--- config.mk ---
export PLATFORM = sky130hd
export DESIGN_NAME = piso_serializer
export DESIGN_NICKNAME = d
export VERILOG_FILES = /design/src/rtl/piso_serializer.sv
export SDC_FILE = /design/constraint.sdc
export NUM_CORES = 1
export LEC_CHECK = 0
export BUFFER_PORTS_ARGS = -buffer_cell sky130_fd_sc_hd__buf_2
export CORE_MARGIN = 5
export CORE_UTILIZATION = 46
export CTS_CLUSTER_SIZE = 14
export DETAILED_ROUTE_END_ITERATION = 8
export PLACE_DENSITY = 0.74
export SETUP_SLACK_MARGIN = 0.02
export SLEW_MARGIN = 40
export SYNTH_ARGS = -nofsm -noshare
export SYNTH_HDL_FRONTEND = slang
export SYNTH_SLANG_ARGS = --single-unit
--- constraint.sdc ---
create_clock -name clk -period 1.35 [get_ports clk]
set_input_delay 0.27 -clock clk [delete_from_list [all_inputs] [get_ports clk]]
set_output_delay 0.27 -clock clk [all_outputs]
set_load 0.01 [all_outputs]
--- src/rtl/piso_serializer.sv ---
// Parallel-in, serial-out transmitter: takes a word over a valid/ready load
// handshake and shifts it out one bit per enabled clock with valid/last flags.
module piso_serializer #(
    parameter int WIDTH     = 8,
    parameter bit MSB_FIRST = 1'b1
) (
    input  logic             clk,
    input  logic             rst_n,
    input  logic [WIDTH-1:0] din,
    input  logic             load_valid,
    output logic             load_ready,
    input  logic             shift_en,
    output logic             sout,
    output logic             sout_valid,
    output logic             sout_last,
    output logic             busy
);

    localparam int CW = $clog2(WIDTH);
    localparam logic [CW-1:0] LAST_CNT = CW'(WIDTH - 1);

    localparam logic [0:0] IDLE  = 1'b0;
    localparam logic [0:0] SHIFT = 1'b1;

    logic [0:0]       state;
    logic [WIDTH-1:0] sr;
    logic [CW-1:0]    cnt;
    logic             sout_q;
    logic             valid_q;

    logic             cnt_zero;
    logic             handshake;
    logic             first_bit;
    logic             next_bit;
    logic [WIDTH-1:0] sr_shifted;

    assign cnt_zero   = (cnt == '0);
    assign load_ready = (state == IDLE) | ((state == SHIFT) & cnt_zero & shift_en);
    assign handshake  = load_valid & load_ready;

    // The output end of the shift register is bit WIDTH-1 for MSB-first, bit 0 otherwise.
    assign first_bit  = MSB_FIRST ? din[WIDTH-1] : din[0];
    assign next_bit   = MSB_FIRST ? sr[WIDTH-2] : sr[1];
    assign sr_shifted = MSB_FIRST ? {sr[WIDTH-2:0], 1'b0} : {1'b0, sr[WIDTH-1:1]};

    always_ff @(posedge clk) begin
        if (!rst_n) begin
            state   <= IDLE;
            sr      <= '0;
            cnt     <= '0;
            sout_q  <= 1'b0;
            valid_q <= 1'b0;
        end else begin
            case (state)
                IDLE: begin
                    if (handshake) begin
                        sr      <= din;
                        sout_q  <= first_bit;
                        cnt     <= LAST_CNT;
                        valid_q <= 1'b1;
                        state   <= SHIFT;
                    end
                end
                SHIFT: begin
                    if (shift_en) begin
                        if (!cnt_zero) begin
                            sr     <= sr_shifted;
                            sout_q <= next_bit;
                            cnt    <= cnt - 1'b1;
                        // Reloading on the last bit gives back-to-back words with no gap.
                        end else if (handshake) begin
                            sr      <= din;
                            sout_q  <= first_bit;
                            cnt     <= LAST_CNT;
                            valid_q <= 1'b1;
                        end else begin
                            sout_q  <= 1'b0;
                            valid_q <= 1'b0;
                            state   <= IDLE;
                        end
                    end
                end
                default: begin
                    state   <= IDLE;
                    sout_q  <= 1'b0;
                    valid_q <= 1'b0;
                end
            endcase
        end
    end

    assign sout       = sout_q;
    assign sout_valid = valid_q;
    assign sout_last  = valid_q & cnt_zero;
    assign busy       = (state == SHIFT);

endmodule

==> qor.csv <==
metric,value,unit
worstSkewPairLatency,0.28,ns
worstSetupPathType,flop to primary output,
slowest_delay,0.34,ns
antenna_found_initial,0,
synth_top_flop_cell,dfxtp_1,
drt_first_pass_iters,4,
synth-async-reset-ratio,0,%
synth_top_family_by_area,compound AO/OA/AOI/OAI gates,
ys_types,35,
via_per_inst,5.63,
start_kind,flop,
r2r_cells,6,
syn_nets,99,
drive_above_1_share,52.7,%
crit_required,1.08,ns
synthXorXnorAreaFrac,0,%
rsz0062_at_grt,true,
clk_pin_slew,0.08,ns
synth_cells,85,
outcome,"complete, but fails checks",
hold_class,input pin to flop,
die_area,2550,um^2
area_growth,36.0,%
worst_slack,-0.241,ns
crit_chain,inv_2 -> ha_4 -> and2b_1 -> a21boi_2 -> inv_1 -> buf_2,
start_util,49.4,%
synth_area,753,um^2
route.vias.total,721,
worstPathArrival,1.32,ns
synth-compound-area-share,25.7,%
nets,127,
port_buffers,16,
cts_tree,built,
worstMarginPinSlew,0.379,ns
fmax,629,MHz
drc_errors,0,
synth_enable_flop_cells,0,
synth-simple-area-share,23.9,%
synth_mux_area_share,1.33,%
ys_ff_latch,13,
ys_seq_area_share,34.6,%
ctsLongestPathBuffers,2,
rows,14,
clkSinkCount,13,
setup_viol,9,
power,1.05,mW
skew,0.00225,ns
period_minus_slack,1.59,ns
finalSetupTns,-0.741,ns
core_area,1520,um^2
synth_warnings,0,
overflow,0,
placed_area,871,um^2
period_share,118,%
grt_pass1_wl,3130,um
ant_nets,0,
synthAdderAreaFrac,3.32,%
postSynthAreaPerCell,8.86,um^2
grt.total_usage,15.8,%
slowest_stage,dfxtp_2,
numCtsBuffers,3,
io-pin-count,17,
insertedDiodeCount,0,
postCtsHoldBufs,0,
p_leak,0.422,nW
slew_headroom,74.0,%
place.gp.congestion,0.794,
die_h,50.5,um
max-vdd-ir-drop,0.000692,V
drt-initial-drc-count,6,
slew_viol_final,0,
cp_max_fo,3,
hold_violations,0,
powerDensity,1020,nW/um^2
die_x,50.5,um
htree_levels,1,
grt_pass1_vias,722,
violations,negative setup slack,
holdPathStages,3,
dp_hpwl,1270,um
wl_per_cell,14.2,um
clock-root-buffer,clkbuf_4,
grt_max_degree,17,
end_kind,primary output,
stdcell_area,1020,um^2
cap_violations,0,
drt_wl_total,1820,um
-- stage by stage --
| stage | setup slack (ns) | utilization, % | hold slack, ns | cells |
|---|---|---|---|---|
| detailed placement | -0.101 | 57.1 | 0.455 | 120 |
| floorplan | 0.0283 | - | 0.435 | 85 |
| finish | -0.241 | 67.2 | 0.264 | 128 |
| CTS | -0.236 | 64.4 | 0.257 | 129 |
| global placement | -0.0398 | 57.1 | 0.449 | 120 |
| global route | -0.331 | 67.2 | 0.254 | 128 |
-- worst max-delay path: cells and delay by family (launching register included) --
family	cells	cell delay, ns
compound gates	1	0.15
fa+ha+maj	1	0.16
buf+inv	3	0.23
flops	1	0.34
simple gates	1	0.18
-- per-layer routing --
metal	routed length (um)	vias to the layer above	track usage [%]
met4	46	0	9.79
met3	111	6	5.92
met5	0	-	0
met2	956	18	25.4
li1	-	360	-
met1	708	337	17.4
-- worst paths after layout --
path | start | endpoint | slack, ns
min reg2reg | cnt[1] | cnt[1] | 0.47
max reg2reg | cnt[0] | sr[4] | -0.08
max | cnt[0] | load_ready | -0.24
min | din[0] | sr[0] | 0.26
-- flip-flops by register name, summed over array words and instances, names as in the netlist --
register,flops
sout_valid,1
sout,1
sr,7
cnt,3
busy,1
-- where the power goes --
part           total, mW  internal [mW]  switching (mW)
combinational      0.355          0.177           0.177
clock              0.244          0.115           0.129
sequential         0.451          0.423          0.0283
total               1.05          0.715           0.335
-- final cells by class --
class,count,area (um^2)
inverter,11,41.3
multi-input combinational,56,488
timing repair buffer,28,184
sequential,13,265
clock buffer,4,26.3
tap,16,20.0
fill,130,499
-- cells by family after synthesis --
family	Yosys count
mux	1
flops	13
compound gates	24
simple gates	29
fa+ha+maj	2
buf+inv	16
-- placed cells by master, fill, tap and decap left out, types with 2 or more instances in the layout --
cell      count
nor2_1        2
dfxtp_1       9
buf_4        10
o21a_1        2
nor2_4        2
inv_1         9
nand4_1       6
o21ai_1       2
buf_6         3
o221ai_2      5
inv_2         2
buf_2        15
nand2_1       8
a21oi_2       2
o21ai_0       2
a221oi_2      2
clkbuf_4      3
dfxtp_2       4
-- cells in the mapped netlist (2+ instances only) --
| cell type | n | area, um^2 |
|---|---|---|
| inv_1 | 11 | 41.3 |
| a21oi_1 | 3 | 15.0 |
| nand2_1 | 8 | 30.0 |
| o21a_1 | 2 | 15.0 |
| dfxtp_1 | 13 | 260 |
| o21ai_0 | 3 | 15.0 |
| nor2_1 | 3 | 11.3 |
| buf_4 | 2 | 15.0 |
| o221ai_1 | 5 | 43.8 |
| o21ai_2 | 2 | 17.5 |
| buf_6 | 2 | 22.5 |
| nand2b_1 | 2 | 12.5 |
| ha_1 | 2 | 25.0 |
| nand4_1 | 6 | 37.5 |
-- what timing repair did --
| item | CTS | global route |
|---|---|---|
| pin swaps | 7 | 3 |
| resized for setup | 14 | 13 |
| setup buffers | 5 | 2 |
| endpoints found under the setup margin | 9 | 15 |
Power figures use the tool's default switching activity.
